--- src/rtl/skew_feed_buffer_pkg.sv ---
// rtl/skew_feed_buffer_pkg.sv - shared sizing defaults and controller state type for the skew feed buffer
package Config;

    localparam int sys_rows           = 4;
    localparam int A_BITWIDTH         = 8;
    localparam int input_buffer_depth = 16;

    localparam int CFG_ROWS   = sys_rows;
    localparam int CFG_DWIDTH = A_BITWIDTH;
    localparam int CFG_DEPTH  = input_buffer_depth;

    typedef enum logic [1:0] {
        IDLE  = 2'd0,
        RUN   = 2'd1,
        DRAIN = 2'd2
    } feed_state_t;

endpackage

--- src/rtl/skew_feed_buffer_fifo.sv ---
// rtl/skew_feed_buffer_fifo.sv - single-clock row FIFO with registered read data
module sync_fifo #(
    parameter int DWIDTH = 8,
    parameter int DEPTH  = 16,
    parameter int LEN_W  = $clog2(DEPTH) + 1
) (
    input  logic              clk,
    input  logic              rst,
    input  logic              wr_en,
    input  logic [DWIDTH-1:0] wr_data,
    input  logic              rd_en,
    output logic [DWIDTH-1:0] dout,
    output logic [LEN_W-1:0]  count,
    output logic              full,
    output logic              empty
);
    localparam int AW = $clog2(DEPTH);

    logic [DWIDTH-1:0] r_mem [DEPTH];
    logic [AW-1:0]     r_wr_ptr;
    logic [AW-1:0]     r_rd_ptr;
    logic [LEN_W-1:0]  r_count;
    logic [DWIDTH-1:0] r_dout;
    logic              w_push;
    logic              w_pop;

    // full is taken from the registered count, so a pop never frees room for a same-cycle push
    assign full   = (r_count == LEN_W'(DEPTH));
    assign empty  = (r_count == '0);
    assign w_push = wr_en & ~full;
    assign w_pop  = rd_en & ~empty;
    assign count  = r_count;
    assign dout   = r_dout;

    always_ff @(posedge clk) begin
        if (w_push) begin
            r_mem[r_wr_ptr] <= wr_data;
        end
    end

    always_ff @(posedge clk) begin
        if (rst) begin
            r_wr_ptr <= '0;
            r_rd_ptr <= '0;
            r_count  <= '0;
            r_dout   <= '0;
        end else begin
            if (w_push) begin
                r_wr_ptr <= r_wr_ptr + AW'(1);
            end
            if (w_pop) begin
                r_rd_ptr <= r_rd_ptr + AW'(1);
                r_dout   <= r_mem[r_rd_ptr];
            end
            if (w_push && !w_pop) begin
                r_count <= r_count + LEN_W'(1);
            end else if (w_pop && !w_push) begin
                r_count <= r_count - LEN_W'(1);
            end
        end
    end

endmodule

--- src/rtl/skew_feed_buffer.sv ---
// rtl/skew_feed_buffer.sv - per-row FIFOs feeding a skewed operand wavefront into the array west edge
module skew_feed_buffer
    import Config::*;
#(
    parameter int ROWS   = CFG_ROWS,
    parameter int DWIDTH = CFG_DWIDTH,
    parameter int DEPTH  = CFG_DEPTH,
    parameter int LEN_W  = $clog2(DEPTH) + 1
) (
    input  logic                         clk,
    input  logic                         rst,
    input  logic [ROWS-1:0]              wr_en,
    input  logic [ROWS-1:0][DWIDTH-1:0]  wr_data,
    output logic [ROWS-1:0]              full,
    input  logic                         start,
    input  logic [LEN_W-1:0]             tile_len,
    input  logic                         stall,
    output logic                         start_err,
    output logic                         busy,
    output logic                         done,
    output logic [ROWS-1:0]              o_valid,
    output logic [ROWS-1:0][DWIDTH-1:0]  o_data
);
    localparam int                 DRAIN_W    = $clog2(ROWS) + 1;
    localparam logic [DRAIN_W-1:0] DRAIN_LAST = DRAIN_W'(ROWS - 1);

    feed_state_t        r_state;
    feed_state_t        w_state_nxt;
    logic [LEN_W-1:0]   r_issue_cnt;
    logic [LEN_W-1:0]   w_issue_cnt_nxt;
    logic [DRAIN_W-1:0] r_drain_cnt;
    logic [DRAIN_W-1:0] w_drain_cnt_nxt;
    logic [ROWS-2:0]    r_skew;
    logic [ROWS-1:0]    w_issue;
    logic [ROWS-1:0]    w_rd_en;
    logic [ROWS-1:0]    w_empty;
    logic [LEN_W-1:0]   w_count [ROWS];
    logic [ROWS-1:0]    r_valid;
    logic               r_done;
    logic               r_start_err;
    logic               r_busy_tail;
    logic               w_enough;
    logic               w_zero_start;
    logic               w_reject;
    logic               w_drain_end;

    // row 0 issues straight from the controller; row i sees the same pattern i non-stalled cycles later
    assign w_issue   = {r_skew, (r_state == RUN)};
    assign w_rd_en   = w_issue & ~{ROWS{stall}} & ~w_empty;
    assign o_valid   = r_valid;
    assign done      = r_done;
    assign start_err = r_start_err;
    assign busy      = (r_state != IDLE) | r_busy_tail;

    for (genvar g = 0; g < ROWS; g++) begin : g_row
        sync_fifo #(
            .DWIDTH (DWIDTH),
            .DEPTH  (DEPTH),
            .LEN_W  (LEN_W)
        ) u_fifo (
            .clk     (clk),
            .rst     (rst),
            .wr_en   (wr_en[g]),
            .wr_data (wr_data[g]),
            .rd_en   (w_rd_en[g]),
            .dout    (o_data[g]),
            .count   (w_count[g]),
            .full    (full[g]),
            .empty   (w_empty[g])
        );
    end

    always_comb begin
        w_enough = 1'b1;
        for (int i = 0; i < ROWS; i++) begin
            if (w_count[i] < tile_len) begin
                w_enough = 1'b0;
            end
        end
    end

    always_comb begin
        w_state_nxt     = r_state;
        w_issue_cnt_nxt = r_issue_cnt;
        w_drain_cnt_nxt = r_drain_cnt;
        w_zero_start    = 1'b0;
        w_reject        = 1'b0;
        w_drain_end     = 1'b0;
        case (r_state)
            IDLE: begin
                if (start) begin
                    if (tile_len == '0) begin
                        w_zero_start = 1'b1;
                    end else if (!w_enough) begin
                        w_reject = 1'b1;
                    end else begin
                        w_state_nxt     = RUN;
                        w_issue_cnt_nxt = tile_len;
                    end
                end
            end
            RUN: begin
                if (!stall) begin
                    w_issue_cnt_nxt = r_issue_cnt - LEN_W'(1);
                    if (r_issue_cnt == LEN_W'(1)) begin
                        w_state_nxt     = DRAIN;
                        w_drain_cnt_nxt = '0;
                    end
                end
            end
            DRAIN: begin
                if (!stall) begin
                    if (r_drain_cnt == DRAIN_LAST) begin
                        w_state_nxt = IDLE;
                        w_drain_end = 1'b1;
                    end else begin
                        w_drain_cnt_nxt = r_drain_cnt + DRAIN_W'(1);
                    end
                end
            end
            default: begin
                w_state_nxt = IDLE;
            end
        endcase
    end

    always_ff @(posedge clk) begin
        if (rst) begin
            r_state     <= IDLE;
            r_issue_cnt <= '0;
            r_drain_cnt <= '0;
            r_skew      <= '0;
            r_valid     <= '0;
            r_done      <= 1'b0;
            r_start_err <= 1'b0;
            r_busy_tail <= 1'b0;
        end else begin
            r_state     <= w_state_nxt;
            r_issue_cnt <= w_issue_cnt_nxt;
            r_drain_cnt <= w_drain_cnt_nxt;
            if (!stall) begin
                r_skew <= w_issue[ROWS-2:0];
            end
            r_valid     <= w_rd_en;
            r_done      <= w_zero_start | w_drain_end;
            r_start_err <= w_reject;
            r_busy_tail <= w_drain_end;
        end
    end

endmodule
--- config.mk ---
export PLATFORM = sky130hd
export DESIGN_NAME = skew_feed_buffer
export DESIGN_NICKNAME = d
export VERILOG_FILES = /design/src/rtl/skew_feed_buffer_pkg.sv /design/src/rtl/skew_feed_buffer_fifo.sv /design/src/rtl/skew_feed_buffer.sv
export SDC_FILE = /design/constraint.sdc
export NUM_CORES = 1
export LEC_CHECK = 0
export CORE_AREA = 2 2 240 242
export CTS_CLUSTER_DIAMETER = 80
export DETAILED_ROUTE_END_ITERATION = 6
export DIE_AREA = 0 0 242 244
export DONT_BUFFER_PORTS = 1
export PLACE_DENSITY = 0.69
export RECOVER_POWER = 50
export SETUP_SLACK_MARGIN = 0.2
export SLEW_MARGIN = 15
export SYNTH_ARGS = -nofsm -noshare
export SYNTH_HDL_FRONTEND = slang
export SYNTH_SLANG_ARGS = --single-unit
--- constraint.sdc ---
create_clock -name clk -period 5.1 [get_ports clk]
set_input_delay 0.765 -clock clk [delete_from_list [all_inputs] [get_ports clk]]
set_output_delay 0.765 -clock clk [all_outputs]
set_load 0.005 [all_outputs]
==> out/metrics.yaml, run 1 <==
synth_cells: 1403
cts_tree: "done"
p_int_mw: 8.81
status: "complete, no violations"
fin_cells: 2218
die_h_um: 244
crit_family: "simple AND/OR/NAND/NOR gates"
fillCellCount: 4559
rows: 87
grt_use_total: 0.166
clock.fmax_mhz: 283
clock_latency_ns: 0.59
p_leak_nw: 9.25
dieWidth_um: 242
cts.htree.levels: 3
worstSetupEndpointType: "register"
critical_path.max_fanout: 15
power_frac_seq: 0.509
root_buffer: "clkbuf_16"
synth_edf_count: 512
finalCritPeriodShare: 0.693
ios: 88
ir_worst_vdd_mv: 0.304
coreArea_mm2: 0.0562
synthArstFlopShare: 0
worstPathRequired_ns: 5.60
clk_path_buf_depth: 3
cts.repair.resized: 0
slowest_stage: "nand3b_1"
overflow: 0
period_minus_slack_ns: 3.54
post_drt_wl_per_cell_um: 21.7
start_kind: "register"
remaining_drc_errors: 0
crit_buf_inv: 1
yosys-top-cells-area: "edfxtp_1 (61%), mux4_2 (9.9%), dfxtp_1 (8.3%)"
gp_congestion: 0.741
grt_pass1_vias: 12604
rsz0062_at_grt: "false"
crit_chain: "nor4_1 > nand2b_1 > nand3b_1 > ha_1 > inv_1 > fa_1 > a21o_1 > a21oi_1 > xnor2_1 > or3_1 > a21oi_1"
antenna_found_initial: 1
hold_viol: 0
hp-class: "in -> reg"
avgSynthCellArea_um2: 18.0
finalSetupViolations: 0
nNetsFinal: 1516
dpl.cell_count: 2098
syn_nets: 1508
hold_buffers: 0
post-cts-setup-buffers: 0
dp_hpwl_um: 30900
yosysWarnings: 0
cts_sinks: 616
grt_max_degree: 107
pwr-share-clk: 0.429
via_per_inst: 5.43
cts_buffers: 67
synth_most_common_cell: "edfxtp_1"
wl_um: 48100
drt_iter0_markers: 793
synth_area_mm2: 0.0252
crit_type: "reg -> reg"
relSlewSlack: 0.325
ys_types: 50
yosysSeqAreaShare: 0.692
synthFlopType: "edfxtp_1"
die_area_mm2: 0.0590
tightest_slew_ns: 1.01
synth_seq_cells: 616
cpPeakStageDelay_ns: 0.71
grt_pass1_wl_um: 75400
drtAntennaViolNets: 0
combPwrFrac: 0.062
synth_largest_area_cell: "edfxtp_1"
power_density_mw_per_mm2: 400
skew_ns: 0.0198
setup_tns_ns: 0
initial_core_util: 0.449
synth_top_cell_area_share: 0.610
r2r_setup_slack_ns: 1.56
first_pass_iters: 5
crit_arrival_ns: 4.04
synthTopCellsByCount: "edfxtp_1 (512), nor2_1 (146), mux4_2 (111)"
vias: 12051
cpMostUsedCell: "a21oi_1"
cts.clk_slew.worst_paths_ns: 0.06
io_buffers: 0
drive_above_1_share: 0.162
areaGrowthSynthToFinish_pct: 11.0
cap_violations: 0
p_switching_mw: 2.37
slew_violations: 0
sw_frac_of_total: 0.212
-- layout make-up --
| cell class | instances | area (µm²) | share of cell area |
|---|---|---|---|
| Sequential cell | 616 | 17500 | 0.624 |
| Multi-Input combinational cell | 676 | 7110 | 0.254 |
| Clock buffer | 93 | 1920 | 0.0687 |
| Tap cell | 756 | 946 | 0.0338 |
| Clock inverter | 26 | 275 | 0.00984 |
| Timing Repair Buffer | 21 | 158 | 0.00563 |
| Inverter | 29 | 109 | 0.00389 |
| Antenna cell | 1 | 2.50 | 0.0000894 |
-- layer usage --
metal / up-vias / track usage / routed length, µm
li1: 5529 / - / -
met1: 6203 / 0.211 / 20100
met2: 259 / 0.287 / 24700
met3: 58 / 0.0364 / 2480
met4: 2 / 0.0499 / 828
met5: - / 0 / 12
-- cells by family after synthesis --
group / Yosys count / synth area share
DFF: 616 / 0.692
and+or+nand+nor: 282 / 0.0499
muxes: 192 / 0.163
buffers and inverters: 111 / 0.0260
AOI/OAI and AO/OA: 108 / 0.0261
adders and majority gates: 60 / 0.0310
xor gates and xnor gates: 34 / 0.0118
-- state kept, by name (all words and copies together), names as in the netlist --
name / cells
g_row.u_fifo.dout: 32
g_row.u_fifo.r_rd_ptr: 16
g_row.u_fifo.r_wr_ptr: 16
start_err: 1
r_skew: 3
r_issue_cnt: 5
done: 1
g_row.u_fifo.count: 20
g_row.u_fifo.r_mem: 512
r_busy_tail: 1
o_valid: 4
r_drain_cnt: 3
r_state: 2
-- layout by cell type, fill, tap and decap left out, drive strengths merged, types with 10 or more instances in the layout --
| cell | n |
|---|---|
| edfxtp | 512 |
| mux4 | 160 |
| nor2 | 146 |
| dfxtp | 104 |
| clkbuf | 93 |
| ha | 56 |
| a21oi | 54 |
| nand2 | 52 |
| inv | 33 |
| mux2i | 32 |
| xor2 | 21 |
| buf | 21 |
| o21ai | 20 |
| nor3 | 19 |
| nand2b | 15 |
| nor2b | 13 |
| a21o | 13 |
| xnor2 | 13 |
| clkinv | 13 |
| or3 | 10 |
-- stage by stage --
stage	utilization	hold WS (ns)	cell area, µm²	power [mW]	setup WS [ns]
global placement	0.459	0.461	25800	6.46	1.68
finish	0.498	0.259	28000	11.2	1.56
floorplan	-	0.437	25200	6.32	1.99
detailed placement	0.459	0.468	25800	6.50	1.61
global route	0.498	0.234	28000	11.6	1.19
CTS	0.498	0.225	28000	11.3	1.64
-- final timing paths --
check / from / endpoint / depth (start not counted)
hold reg to reg: g_row[0].u_fifo.dout[7] / g_row[0].u_fifo.dout[7] / 2
hold / removal: rst / g_row[1].u_fifo.r_rd_ptr[0] / 1
setup / recovery: g_row[3].u_fifo.count[0] / g_row[3].u_fifo.count[4] / 11
setup reg to reg: g_row[3].u_fifo.count[0] / g_row[3].u_fifo.count[4] / 11
-- worst reg2reg max path: cells and delay by family (launching register included) --
kind / cells / cell delay, ns
buf+inv: 1 / 0.12
compound gates: 3 / 0.51
simple gates: 4 / 1.55
xor+xnor: 1 / 0.10
fa+ha+maj: 2 / 0.82
flops: 1 / 0.37
-- power groups by stage --
stage               Sequential [mW]  Combinational, mW  Clock, mW
global placement               5.79              0.670          0
floorplan                      5.77              0.549          0
detailed placement             5.80              0.697          0
global route                   5.71              0.788       5.10
CTS                            5.70              0.703       4.90
finish                         5.69              0.691       4.79
Note: power is estimated with default switching activity, not from simulation.
==> run 2: changes to the inputs <==
Clock period 5.1 ns to 3.5 ns, I/O delays scaled along.
==> out/metrics.yaml, run 2 (same netlist as run 1, synthesis figures left out) <==
grt_max_degree: 39  # -64%
ir_worst_vdd_mv: 0.381  # +26%
coreArea_mm2: 0.0562  # unchanged
initial_core_util: 0.449  # unchanged
nNetsFinal: 1573  # +3.8%
sw_frac_of_total: 0.223  # +0.0110
die_area_mm2: 0.0590  # unchanged
slew_violations: 0  # unchanged
hp-class: "in -> reg"
power_frac_seq: 0.504  # -0.005
clock.fmax_mhz: 322  # +14%
drt_iter0_markers: 907  # +14%
cts.htree.levels: 3  # unchanged
min_to: "r_skew[1]"
gp_congestion: 0.799  # +7.7%
die_h_um: 244  # unchanged
power_density_mw_per_mm2: 577  # +45%
cts_sinks: 616  # unchanged
dieWidth_um: 242  # unchanged
crit_type: "reg -> reg"
relSlewSlack: 0.263  # -0.0619
antenna_found_initial: 1  # unchanged
grt_pass1_vias: 12559  # -0.36%
wl_um: 49800  # +3.4%
p_int_mw: 12.8  # +45%
crit_buf_inv: 2  # +1
combPwrFrac: 0.070  # +0.008
finalSetupViolations: 0  # unchanged
grt_use_total: 0.170  # +0.00344
cts_tree: "done"
worstReg2RegStart: "g_row[0].u_fifo.count[0]"
grt_pass1_wl_um: 76300  # +1.2%
fillCellCount: 4519  # -0.88%
holdPathStages: 2  # +1
clock_latency_ns: 0.60  # about the same
worstPathRequired_ns: 3.98  # -1.62 ns
final_cell_mix: "edfxtp_1 (512), nor2_1 (146), mux4_2 (111)"
cts_buffers: 68  # +1.5%
r2r_setup_slack_ns: 0.39  # -1.17 ns
overflow: 0  # unchanged
rr_worst_depth: 12  # +1
areaGrowthSynthToFinish_pct: 13.1
root_buffer: "clkbuf_16"
dp_hpwl_um: 31300  # +1.3%
cts.clk_slew.worst_paths_ns: 0.06  # about the same
io_buffers: 0  # unchanged
rsz0062_at_grt: "false"
first_pass_iters: 5  # unchanged
ios: 88  # unchanged
p_switching_mw: 3.67  # +55%
remaining_drc_errors: 0  # unchanged
cpPeakStageDelay_ns: 0.57  # -0.14 ns
vias: 12463  # +3.4%
p_leak_nw: 9.51  # +2.8%
crit_arrival_ns: 3.59  # -0.45 ns
pwr-share-clk: 0.426  # -0.003
cap_violations: 0  # unchanged
skew_ns: 0.0166  # -0.00320 ns
rr_endpoint: "g_row[0].u_fifo.count[4]"
insertedDiodeCount: 0  # -1
slowest_stage: "or4_1"
status: "complete, no violations"
hold_viol: 0  # unchanged
via_per_inst: 5.48  # +0.78%
drive_above_1_share: 0.171  # +0.00883
clk_path_buf_depth: 3  # unchanged
largest_reg_flops: 512  # unchanged
post-cts-setup-buffers: 0  # unchanged
critical_path.max_fanout: 13  # -2
hold_start: "stall"
setup_tns_ns: 0  # unchanged
post_drt_wl_per_cell_um: 21.9  # +0.76%
crit_chain: "or4_1 > o21a_2 > inv_1 > ha_1 > inv_1 > ha_1 > nor2b_1 > o21a_1 > or3_1 > a21oi_1 > xnor2_1 > nor2_1"
crit_family: "simple AND/OR/NAND/NOR gates"
final_util: 0.508  # +0.00940
drtAntennaViolNets: 0  # unchanged
start_kind: "register"
period_minus_slack_ns: 3.11  # -0.429 ns
tightest_slew_ns: 1.11  # +0.0966 ns
top_register: "g_row.u_fifo.r_mem"
rows: 87  # unchanged
worstSetupEndpointType: "register"
finalCritPeriodShare: 0.888  # +0.194
final_common_cell: "edfxtp_1"
==> run 2: metrics by stage <==
stage / instance area [µm²] / hold WS, ns / total power, mW / setup slack (ns) / cells
6_report: 28500 / 0.0713 / 16.5 / 0.393 / 2276
5_1_grt: 28500 / 0.0450 / 17.1 / 0.230 / 2276
4_1_cts: 28500 / 0.0278 / 16.7 / 0.310 / 2276
3_5_place_dp: 25900 / 0.467 / 9.47 / 0.353 / 2117
3_3_place_gp: 25900 / 0.467 / 9.42 / 0.464 / 2117
2_1_floorplan: 25200 / 0.437 / 9.21 / 0.561 / 1403
==> run 2: cell type report <==
| type | count | area, µm² | share of cell area |
|---|---|---|---|
| sequential | 616 | 17500 | 0.612 |
| timing repair buffer | 77 | 674 | 0.0237 |
| clock buffer | 91 | 1850 | 0.0648 |
| clock inverter | 31 | 367 | 0.0129 |
| multi-input combinational | 676 | 7110 | 0.249 |
| inverter | 29 | 109 | 0.00382 |
| tap | 756 | 946 | 0.0332 |
==> run 2: power groups by stage <==
| stage | logic [mW] | registers [mW] | clock network [mW] |
|---|---|---|---|
| floorplan | 0.800 | 8.41 | 0 |
| global placement | 0.982 | 8.43 | 0 |
| detailed placement | 1.02 | 8.45 | 0 |
| CTS | 1.17 | 8.30 | 7.20 |
| global route | 1.31 | 8.32 | 7.47 |
| finish | 1.15 | 8.30 | 7.01 |
==> run 2: worst max-delay path by stage <==
stage | startpoint | end | slack [ns] | depth (start not counted)
after global placement | g_row[0].u_fifo.count[0] | g_row[0].u_fifo.count[4] | 0.46 | 12
after global routing | g_row[1].u_fifo.count[0] | g_row[1].u_fifo.count[4] | 0.23 | 12
after floorplan | g_row[0].u_fifo.count[0] | g_row[0].u_fifo.count[4] | 0.56 | 13
after detailed placement | r_state[1] | g_row[0].u_fifo.count[4] | 0.35 | 13
after CTS | r_state[1] | g_row[0].u_fifo.count[4] | 0.31 | 13
final | g_row[0].u_fifo.count[0] | g_row[0].u_fifo.count[4] | 0.39 | 12
==> run 2: per-layer routing <==
layer | wire length (µm) | up-vias | GRT usage
met5 | 13 | - | 0
met4 | 934 | 2 | 0.0461
met3 | 2490 | 70 | 0.0393
met2 | 24900 | 300 | 0.286
met1 | 21400 | 6452 | 0.223
li1 | - | 5639 | -
==> run 2: timing repair <==
action,4_1_cts,5_1_grt
hold endpoints to repair,550,0
hold buffers,37,0
resized for setup,0,2
setup endpoints to repair,0,2
==> run 3: changes to the inputs <==
Settings changed: ABC_AREA set to 1, CORE_AREA 2 2 240 242 to 2 2 244 246, DIE_AREA 0 0 242 244 to 0 0 246 248.
Clock period 3.5 ns to 3.9 ns, I/O delays scaled along.
==> out/metrics.yaml, run 3 <==
cts_tree: "done"
grt_pass1_vias: 16409  # +31%
drive_above_1_share: 0.0548  # -0.116
first_pass_iters: 7  # +2
yosysSeqAreaShare: 0.673  # -0.0192
areaGrowthSynthToFinish_pct: 9.44
drtAntennaViolNets: 0  # unchanged
cts_sinks: 616  # unchanged
synth_largest_area_cell: "edfxtp_1"
synth_seq_cells: 616  # unchanged
synth_fa_ha_area_frac: 0.0301  # -0.000859
period_minus_slack_ns: 3.06  # -0.0475 ns
power_frac_seq: 0.519  # +0.015
synth_edf_count: 512  # unchanged
critPathLaunch: "r_state[0]"
via_per_inst: 5.47  # -0.18%
synth_top_cell_area_share: 0.593  # -0.0169
fillCellCount: 5083  # +12%
post_drt_wl_per_cell_um: 18.7  # -14%
worstPathRequired_ns: 4.40  # +0.42 ns
cpPeakStageDelay_ns: 0.47  # -0.10 ns
critical_path.max_fanout: 9  # -4
cts.repair.resized: 0  # unchanged
dpl.cell_count: 2994  # +41%
relSlewSlack: 0.133  # -0.129
dp_hpwl_um: 36700  # +17%
grt_pass1_wl_um: 90100  # +18%
wl_um: 58200  # +17%
p_int_mw: 11.0  # -14%
largest_reg_flops: 512  # unchanged
fin_ws_ns: 0.840  # +0.447 ns
sw_frac_of_total: 0.230  # +0.00659
min_to: "g_row[3].u_fifo.r_mem[0][3]"
synth_most_common_cell: "nor2_1"
final_cell_mix: "nor2_1 (562), edfxtp_1 (512), o21ai_0 (301)"
tightest_slew_ns: 1.30  # +0.194 ns
slowest_stage: "clkinvlp_2"
ff_latch_area_mm2: 0.0175  # unchanged
placed_area_mm2: 0.0264  # +2.0%
synth_area_mm2: 0.0259  # +2.9%
coreArea_mm2: 0.0585  # +4.1%
holdWs_ns: 0.0553  # -0.0160 ns
dieWidth_um: 246  # +1.7%
die_h_um: 248  # +1.6%
clock.fmax_mhz: 327  # +1.6%
crit_chain: "inv_1 > nor2_1 > clkinvlp_2 > nor2_8 > nand2_4 > ha_1 > inv_1 > ha_1 > nand2_1 > nand2_1 > a21oi_1 > nor2_1 > nor2_1 > nand2_1 > o21ai_0 > a21oi_1"
setup_tns_ns: 0  # unchanged
clock_latency_ns: 0.62  # +0.02 ns
drt_iter0_markers: 1674  # +85%
final_util: 0.485  # -0.0221
pre_cts_slack_ns: 1.18  # +0.824 ns
avgSynthCellArea_um2: 11.2  # -38%
gp_congestion: 0.813  # +1.8%
syn_nets: 2428  # +61%
clk_path_buf_depth: 3  # unchanged
muxShareOfSynthArea: 0  # -0.163
hold_viol: 0  # unchanged
final_common_cell: "nor2_1"
io_buffers: 0  # unchanged
p_leak_nw: 9.99  # +5.1%
top_register: "g_row.u_fifo.r_mem"
multi_input_comb_area_mm2: 0.00734  # +3.3%
status: "complete, no violations"
synth_cells: 2323  # +66%
root_buffer: "clkbuf_16"
rsz0062_at_grt: "false"
worstSetupEndpointType: "register"
grt_max_degree: 68  # +74%
post-cts-setup-buffers: 0  # unchanged
pwr-share-clk: 0.405  # -0.021
die_area_mm2: 0.0610  # +3.3%
synthArstFlopShare: 0  # unchanged
skew_ns: 0.0264  # +0.00984 ns
synth_compound_area_frac: 0.112  # +0.0854
p_switching_mw: 3.29  # -11%
finalSetupViolations: 0  # unchanged
crit_arrival_ns: 3.56  # -0.03 ns
overflow: 0  # unchanged
hold_start: "wr_data[27]"
postLayoutCellArea_mm2: 0.0284  # -0.46%
grt_use_total: 0.188  # +0.0181
cap_violations: 0  # unchanged
finalPower_mw: 14.3  # -13%
rr_endpoint: "g_row[0].u_fifo.count[4]"
r2r_setup_slack_ns: 0.84  # +0.45 ns
fin_cells: 3108  # +37%
nNetsFinal: 2388  # +52%
crit_type: "reg -> reg"
cts_buffers: 60  # -12%
rows: 89  # +2.3%
synth_top_family_by_area: "simple AND/OR/NAND/NOR gates"
yosys.area_share.simple: 0.136  # +0.0862
holdPathStages: 0  # -2
finalCritPeriodShare: 0.785  # -0.103
combPwrFrac: 0.076  # +0.006
antenna_found_initial: 2  # +1
synthTopCellsByCount: "nor2_1 (561), edfxtp_1 (512), o21ai_0 (299)"
synth_xor_area_frac: 0.00675  # -0.00506
yosys-top-cells-area: "edfxtp_1 (59%), nor2_1 (8.1%), dfxtp_1 (8.0%)"
cts.htree.levels: 2  # -1
remaining_drc_errors: 0  # unchanged
start_kind: "register"
ir_worst_vdd_mv: 0.354  # -7.1%
slew_violations: 0  # unchanged
vias: 16988  # +36%
synthFlopType: "edfxtp_1"
rr_worst_depth: 16  # +4
power_density_mw_per_mm2: 504  # -13%
worstReg2RegStart: "r_state[0]"
cts.clk_slew.worst_paths_ns: 0.07  # about the same
ys_types: 43  # -14%
initial_core_util: 0.444  # -0.00530
yosysWarnings: 0  # unchanged
ios: 88  # unchanged
hp-class: "in -> reg"
hold_buffers: 0  # -100%
==> run 3: power groups by stage <==
stage	Clock (mW)	Sequential [mW]	Combinational, mW
2_1_floorplan	0	7.54	0.864
3_3_place_gp	0	7.57	1.03
3_5_place_dp	0	7.58	1.09
4_1_cts	5.90	7.44	1.09
5_1_grt	6.14	7.45	1.24
6_report	5.80	7.43	1.08
==> run 3: final cells by class <==
type / count / share of cell area
clock buffers: 82 / 0.0591
diodes: 1 / 0.0000882
inverters: 135 / 0.0181
multi-input cells: 1454 / 0.259
clock inverters: 31 / 0.0107
well taps: 773 / 0.0341
flip-flops and latches: 616 / 0.615
repair buffers: 16 / 0.00414
==> run 3: worst max-delay path by stage <==
stage,end,slack (ns)
final,g_row[0].u_fifo.count[4],0.84
after global routing,g_row[0].u_fifo.count[4],0.47
after CTS,g_row[0].u_fifo.count[4],1.17
after detailed placement,g_row[0].u_fifo.count[4],1.18
after global placement,g_row[0].u_fifo.count[4],1.28
after floorplan,g_row[3].u_fifo.count[4],1.56
==> run 3: logic make-up after synthesis <==
group	count (synthesis)
DFF	616
adders and majority gates	60
xor gates and xnor gates	20
AOI/OAI and AO/OA	502
and+or+nand+nor	872
buffers and inverters	253
==> run 3: routing by layer <==
layer | track usage | vias to the layer above | routed length [µm]
met5 | 0 | - | 10
met4 | 0.0547 | 2 | 1330
met3 | 0.0323 | 95 | 4080
met2 | 0.317 | 585 | 28600
met1 | 0.249 | 8222 | 24200
li1 | - | 8084 | -
==> run 3: worst max-delay path: cells and delay by family (launching register included) <==
kind	cells	cell delay, ns
compound gates	3	0.36
fa+ha+maj	2	0.53
simple gates	8	1.04
buf+inv	3	0.66
flops	1	0.35
